## config.mk

```make
export PLATFORM = sky130hd
export DESIGN_NAME = mod_m_counter_prog
export DESIGN_NICKNAME = d
export VERILOG_FILES = /design/src/rtl/mod_counter_pkg.sv /design/src/rtl/mod_m_counter_prog.sv
export SDC_FILE = /design/constraint.sdc
export NUM_CORES = 1
export LEC_CHECK = 0
export ABC_AREA = 1
export CELL_PAD_IN_SITES_DETAIL_PLACEMENT = 1
export CELL_PAD_IN_SITES_GLOBAL_PLACEMENT = 2
export CORE_MARGIN = 2
export CORE_UTILIZATION = 32
export CTS_BUF_LIST = sky130_fd_sc_hd__clkbuf_16
export DETAILED_ROUTE_END_ITERATION = 6
export PLACE_DENSITY_LB_ADDON = 0.2
export SKIP_CTS_REPAIR_TIMING = 1
export SKIP_LAST_GASP = 1
export SLEW_MARGIN = 40
export SYNTH_ARGS = -nofsm -noshare
export SYNTH_HDL_FRONTEND = slang
export SYNTH_SLANG_ARGS = --single-unit
```

## constraint.sdc

```tcl
create_clock -name clk -period 5.1 [get_ports clk]
set_clock_uncertainty 0.15 [all_clocks]
set_input_delay 1.02 -clock clk [delete_from_list [all_inputs] [get_ports clk]]
set_output_delay 1.02 -clock clk [all_outputs]
set_load 0.03 [all_outputs]
```

## src/rtl/mod_counter_pkg.sv

```systemverilog
// Shared encodings for the programmable modulo counter family.
package mod_counter_pkg;

    typedef enum logic [1:0] {
        ST_IDLE = 2'b00,
        ST_RUN  = 2'b01,
        ST_DONE = 2'b10
    } state_t;

    localparam logic MODE_CONT    = 1'b0;
    localparam logic MODE_ONESHOT = 1'b1;

endpackage

```

## src/rtl/mod_m_counter_prog.sv

```systemverilog
// Run-time programmable modulo counter with up/down, clear, load and a
// one-shot start/busy/done handshake.
//
// state   | meaning
// --------+--------------------------------------------------------------
// IDLE    | after reset/clear; waits for continuous mode or a start pulse
// RUN     | counting; q advances on enabled edges
// DONE    | one-shot finished; q holds the start value until relaunch
module mod_m_counter_prog
    import mod_counter_pkg::*;
#(
    parameter int N = 8
) (
    input  logic         clk,
    input  logic         reset,
    input  logic         en,
    input  logic         clr,
    input  logic         up,
    input  logic         mode,
    input  logic         start,
    input  logic [N-1:0] m,
    input  logic         load,
    input  logic [N-1:0] d,
    output logic [N-1:0] q,
    output logic         max_tick,
    output logic         busy,
    output logic         done
);

    localparam logic [N-1:0] ONE_N = N'(1);

    state_t       state;
    logic [N-1:0] m_reg;
    logic [N-1:0] term_val;
    logic         at_term;
    logic [N-1:0] load_val;
    logic         launch;

    // A modulus of zero wraps to all-ones, giving the full 2^N range.
    function automatic logic [N-1:0] start_val(input logic [N-1:0] mm, input logic dir_up);
        return dir_up ? '0 : (mm - ONE_N);
    endfunction

    always_comb begin
        term_val = up ? (m_reg - ONE_N) : '0;
        at_term  = (q == term_val);
        max_tick = (state == ST_RUN) && en && at_term;
        load_val = ((m_reg != '0) && (d >= m_reg)) ? (m_reg - ONE_N) : d;
        launch   = (mode == MODE_CONT) || start;
    end

    always_ff @(posedge clk or posedge reset) begin
        if (reset) begin
            q     <= '0;
            m_reg <= '0;
            state <= ST_IDLE;
            busy  <= 1'b0;
            done  <= 1'b0;
        end else if (clr) begin
            q     <= start_val(m_reg, up);
            state <= ST_IDLE;
            busy  <= 1'b0;
            done  <= 1'b0;
        end else if (load) begin
            q <= load_val;
        end else begin
            case (state)
                ST_IDLE, ST_DONE: begin
                    if (launch) begin
                        m_reg <= m;
                        q     <= start_val(m, up);
                        state <= ST_RUN;
                        busy  <= 1'b1;
                        done  <= 1'b0;
                    end
                end
                ST_RUN: begin
                    if (en) begin
                        if (!at_term) begin
                            q <= up ? (q + ONE_N) : (q - ONE_N);
                        end else if (mode == MODE_ONESHOT) begin
                            q     <= start_val(m_reg, up);
                            state <= ST_DONE;
                            busy  <= 1'b0;
                            done  <= 1'b1;
                        end else begin
                            // New modulus is only adopted at the wrap.
                            m_reg <= m;
                            q     <= start_val(m, up);
                        end
                    end
                end
                default: begin
                    state <= ST_IDLE;
                    busy  <= 1'b0;
                    done  <= 1'b0;
                end
            endcase
        end
    end

endmodule

```

==> results of run 1 <==
## critical path, delay by kind of cell
family	cells	cell delay, ps
buf+inv	3	960
simple gates	8	1070
## worst max-delay path by stage
stage | end | cells after the start | slack [ps]
2_1_floorplan | max_tick | 11 | 1270
3_3_place_gp | max_tick | 11 | 930
3_5_place_dp | max_tick | 11 | 910
4_1_cts | max_tick | 11 | 880
5_1_grt | max_tick | 11 | 660
6_report | max_tick | 11 | 880
## power groups by stage
stage / sequential [mW] / clock [mW] / combinational, mW
after CTS: 0.331 / 0.173 / 1.15
after global placement: 0.333 / 0 / 1.13
after detailed placement: 0.333 / 0 / 1.14
after floorplan: 0.362 / 0 / 0.772
after global routing: 0.343 / 0.176 / 1.31
final: 0.330 / 0.171 / 1.15
## cell usage after synthesis (all sizes together), types with 4 or more instances
| cell | number | area share, % |
|---|---|---|
| nand4 | 13 | 3.6 |
| nand2 | 120 | 20 |
| clkbuf | 4 | 0.62 |
| ha | 17 | 8.8 |
| buf | 5 | 1.7 |
| o211ai | 4 | 1.2 |
| inv | 52 | 8.1 |
| a21oi | 21 | 4.5 |
| xor2 | 4 | 1.5 |
| nand3 | 48 | 10 |
| o21ai | 27 | 7.3 |
| dfrtp | 19 | 20 |
| nor2 | 35 | 6.4 |
## logic make-up after synthesis
logic type	Yosys count	share of synthesized area (%)
buffers and inverters	62	10.55
AOI/OAI and AO/OA	60	15.49
and+or+nand+nor	224	42.00
adders and majority gates	18	9.667
DFF	19	19.75
xor gates and xnor gates	7	2.547
## metrics by stage
stage / area, um^2 / setup slack (ps) / std cells / hold slack [ps]
after CTS: 2908 / 875.9 / 520 / 329.5
after floorplan: 2407 / 1267 / 390 / 292.6
final: 2910 / 875.3 / 520 / 324.8
after global placement: 2829 / 929.6 / 516 / 310.5
after detailed placement: 2829 / 906.2 / 516 / 313.6
after global routing: 2910 / 660.8 / 520 / 355.9
## layout make-up
type	instances	area [um^2]	area share [%]
inverter	53	198.9	6.836
timing repair buffer	36	352.8	12.12
multi-input combinational	309	1680	57.74
tap	99	123.9	4.256
clock buffer	3	75.07	2.580
sequential	19	475.5	16.34
clock inverter	1	3.754	0.1290
## metal layers
metal | vias to the layer above | part of all wire, %
li1 | 1351 | -
met1 | 1254 | 51
met2 | 44 | 45
met3 | 8 | 2.9
met4 | 0 | 0.95
met5 | - | 0
==> impl_metrics.json, run 1 <==
{
  "run_status": "completed",
  "crit_start": "up",
  "chipWidth_um": 90.74,
  "async_flop_share_pct": 100.0,
  "initial_core_utilization_pct": 33.19,
  "io_pins": 35,
  "final_core_utilization_pct": 40.12,
  "drv_slew": 0,
  "core.rowCount": 31,
  "crit_path_start_kind": "input pin",
  "power.share.sequential_pct": 20.0,
  "antenna_found_initial": 0,
  "ir_worst_vdd_mv": 0.1964,
  "remaining_drc_errors": 0,
  "min_path_type": "reg2reg",
  "grt_overflow_total": 0,
  "maxSlewHeadroom_pct": 59.52,
  "worst-endpoint-arrival_ps": 3050,
  "grt_use_total_pct": 21.00,
  "tritoncts_num_sinks": 19,
  "p_per_area_nw_per_um2": 567.3,
  "mappedNetlistNets": 432,
  "layout-area-overhead-vs-synth_pct": 20.89,
  "floorplan_core_area_um2": 7253,
  "antenna_left": 0,
  "grt_max_degree": 26,
  "grtUsageMet2_pct": 34.89,
  "cpPeakStageDelay_ps": 500,
  "cts_buffer_depth": 2,
  "worst_path_max_delay_cell": "clkdlybuf4s50_1",
  "die_area_um2": 8233,
  "synth_sequential_area_ratio_pct": 19.75,
  "syn-mean-instance-area_um2": 6.173,
  "endpoint_of_the_worst_register_to_register_path": "m_reg[7]",
  "design_power_total_mw": 1.651,
  "cts_htree_levels": 1,
  "syn_area_um2": 2407,
  "postSynthRegisterBits": 19,
  "vias_in_the_first_global_route": 2747,
  "post-route-min-period_ps": 4225,
  "crit_type": "in2out",
  "period_share_pct": 82.84,
  "fin_nets": 464,
  "die_h_um": 90.74,
  "crit-reg2reg-launch": "m_reg[0]",
  "reg2reg_setup_slack_ps": 2180,
  "holdPathEnd": "done",
  "met1_routing_resource_usage_after_global_routing_pct": 29.62,
  "synth_edf_count": 0,
  "grt_first_pass_wirelength_um": 13980,
  "total_wirelength_um": 8210,
  "tritoncts_clock_tree": "done",
  "p_int_uw": 734.4,
  "final_common_cell": "nand2_1",
  "timing_worst_slew_pin_value_ps": 605.0,
  "unrepaired_setup_endpoints_after_global_routing": "false",
  "via_count": 2657,
  "vias_per_cell": 5.110,
  "leakagePower_nw": 1.425,
  "clkPwrFrac_pct": 10.4,
  "clock_latency_ps": 260,
  "ys.flop_type": "dfrtp_1",
  "gr-usage-met3_pct": 2.337,
  "timing.final.hold_violations": 0,
  "initialDrtViolationCount": 98,
  "drive_gt1_share_pct": 9.739,
  "postSynthCellCount": 390,
  "endpoint_kind": "output port",
  "quantity_of_i_o_buffers_inserted_on_ports": 34,
  "yosysWarningCount": 0,
  "power.switching_fraction_pct": 55.52,
  "cts_buffers": 3,
  "clock_root_buffer_master": "clkbuf_16",
  "achievable-frequency_mhz": 236.7,
  "min_from": "done",
  "timing.hold.worst_path_depth": 2,
  "dpl_hpwl_um": 6604,
  "comb_power_share_pct": 69.6,
  "clk_pin_slew_worst_paths_ps": 60,
  "layout_common_cells": "nand2_1, nand3_1, inv_1",
  "report.final.setup_viol": 0,
  "grt_most_used_layer": "met2",
  "timing.critical_path.cells": "clkdlybuf4s50_1, buf_4, nand3_1, nand2_1, nand3_1, nor2_2, nand3_2, nor2_4, nand2_4, nor3_1, buf_4",
  "net_switching_component_of_the_power_uw": 916.6,
  "synth.distinct_cells": 38,
  "fillers": 958,
  "finalWeightedCongestion": 0.8466,
  "drtPass1Iterations": 4,
  "reg2regPathDepth": 15,
  "max_cap_violations": 0,
  "avgRoutedWirePerCell_um": 15.79,
  "cp_data_required_time_ps": 3930,
  "antennaDiodeCount": 0,
  "setup_total_negative_slack_ps": 0,
  "worst-path-max-fanout": 25
}
Power figures use the tool's default switching activity.
==> inputs of run 2 (changes only) <==
Settings changed: CORE_UTILIZATION 32 to 29.
Clock period 5.1 ns to 4.34 ns, I/O delays scaled along.
==> impl_metrics.json, run 2 (synthesis gave the netlist of run 1 again) <==
{
  "run_status": "completed",
  "crit_type": "in2out",
  "grt_overflow_total": 0,
  "power.share.sequential_pct": 19.6,
  "p_per_area_nw_per_um2": 666.2,
  "die_area_um2": 9046,
  "reg2regPathDepth": 15,
  "leakagePower_nw": 1.430,
  "initialDrtViolationCount": 96,
  "achievable-frequency_mhz": 251.1,
  "vias_per_cell": 5.102,
  "antenna_found_initial": 0,
  "dpl_hpwl_um": 7033,
  "endpoint_kind": "output port",
  "drtPass1Iterations": 4,
  "cp-endpoint": "max_tick",
  "reg2reg_setup_slack_ps": 1460,
  "final_common_cell": "nand2_1",
  "power.switching_fraction_pct": 55.52,
  "tritoncts_clock_tree": "done",
  "cts_buffers": 3,
  "unrepaired_setup_endpoints_after_global_routing": "false",
  "die_h_um": 95.11,
  "grt_use_total_pct": 20.50,
  "vias_in_the_first_global_route": 2831,
  "max_cap_violations": 0,
  "net_switching_component_of_the_power_mw": 1.085,
  "initial_core_utilization_pct": 29.60,
  "crit_start": "up",
  "floorplan_core_area_um2": 8134,
  "post-route-min-period_ps": 3982,
  "io_pins": 35,
  "clock_latency_ps": 260,
  "drive_gt1_share_pct": 10.17,
  "tritoncts_num_sinks": 19,
  "ir_worst_vdd_mv": 0.2266,
  "layout-area-overhead-vs-synth_pct": 21.88,
  "p_int_uw": 869.4,
  "worst-path-max-fanout": 11,
  "crit_path_start_kind": "input pin",
  "clock_root_buffer_master": "clkbuf_16",
  "drv_slew": 0,
  "endpoint_of_the_worst_register_to_register_path": "m_reg[6]",
  "clkPwrFrac_pct": 10.9,
  "crit-reg2reg-launch": "m_reg[0]",
  "timing_worst_slew_pin_value_ps": 632.0,
  "worst-endpoint-arrival_ps": 2960,
  "fin_nets": 466,
  "quantity_of_i_o_buffers_inserted_on_ports": 34,
  "cts_buffer_depth": 2,
  "setup_total_negative_slack_ps": 0,
  "comb_power_share_pct": 69.5,
  "timing.final.hold_violations": 0,
  "grt_first_pass_wirelength_um": 14320,
  "fillers": 1080,
  "core.rowCount": 33,
  "avgRoutedWirePerCell_um": 16.34,
  "period_share_pct": 91.76,
  "report.final.setup_viol": 0,
  "grt_max_degree": 22,
  "clk_pin_slew_worst_paths_ps": 70,
  "total_wirelength_um": 8628,
  "cts_htree_levels": 1,
  "min_path_type": "reg2reg",
  "antenna_left": 0,
  "chipWidth_um": 95.11,
  "maxSlewHeadroom_pct": 57.71,
  "cp_data_required_time_ps": 3320,
  "via_count": 2694,
  "antennaDiodeCount": 0,
  "layout_common_cells": "nand2_1, nand3_1, inv_1",
  "finalWeightedCongestion": 0.8128,
  "fin_hold_ws_ps": 345.8,
  "remaining_drc_errors": 0,
  "design_power_total_mw": 1.955
}
-- run 2: changes by cell type in the layout (fill, tap and decap cells not counted) --
cell,before,now
clkinvlp_4,0,1
nor2_1,29,30
buf_4,3,5
inv_1,47,46
nor2_2,4,3
-- run 2: final cells by class --
type	instances	area (um^2)	share of cell area, %
flip-flops and latches	19	475.5	16.20
repair buffers	38	367.9	12.54
clock buffers	3	75.07	2.559
multi-input cells	309	1678	57.19
inverters	53	198.9	6.780
well taps	105	131.4	4.478
clock inverters	1	7.507	0.2559
-- run 2: worst min path at each step --
stage,slack [ps],cells past startpoint,startpoint,to
after floorplan,290,2,state[1],state[1]
after global placement,310,2,done,done
after detailed placement,330,2,state[1],state[1]
after CTS,350,2,state[1],state[1]
after global routing,390,2,done,done
final,350,2,state[1],state[1]
-- run 2: worst max-delay path: stages --
cell and delay (ps):
clkdlybuf4s50_1 590, inv_2 170, o21ai_1 150, nand3_1 110, nor2_2 150, nand3_2 110
nor2_4 240, nand2_4 160, nor3_1 200, buf_4 200
-- run 2: power groups by stage --
stage / logic [mW] / registers (mW) / clock network (mW)
floorplan: 0.907 / 0.425 / 0
global placement: 1.34 / 0.391 / 0
detailed placement: 1.36 / 0.390 / 0
CTS: 1.37 / 0.388 / 0.218
global route: 1.54 / 0.399 / 0.225
finish: 1.36 / 0.383 / 0.212
-- run 2: routing by layer --
layer | global-route usage, % | part of all wire, % | routed length, um
met3 | 2.372 | 3.1 | 267
met5 | 0 | 0 | 0
met2 | 34.92 | 47 | 4033
met4 | 3.986 | 1.5 | 129
met1 | 27.95 | 49 | 4198
-- run 2: stage by stage --
| stage | utilization, % | setup slack [ps] | instances | area [um^2] |
|---|---|---|---|---|
| final | 36.07 | 357.8 | 528 | 2934 |
| after global routing | 36.07 | 204.8 | 528 | 2934 |
| after CTS | 36.07 | 343.0 | 528 | 2934 |
| after detailed placement | 35.06 | 371.7 | 524 | 2851 |
| after global placement | 35.06 | 490.0 | 524 | 2851 |
| after floorplan | - | 811.4 | 390 | 2407 |
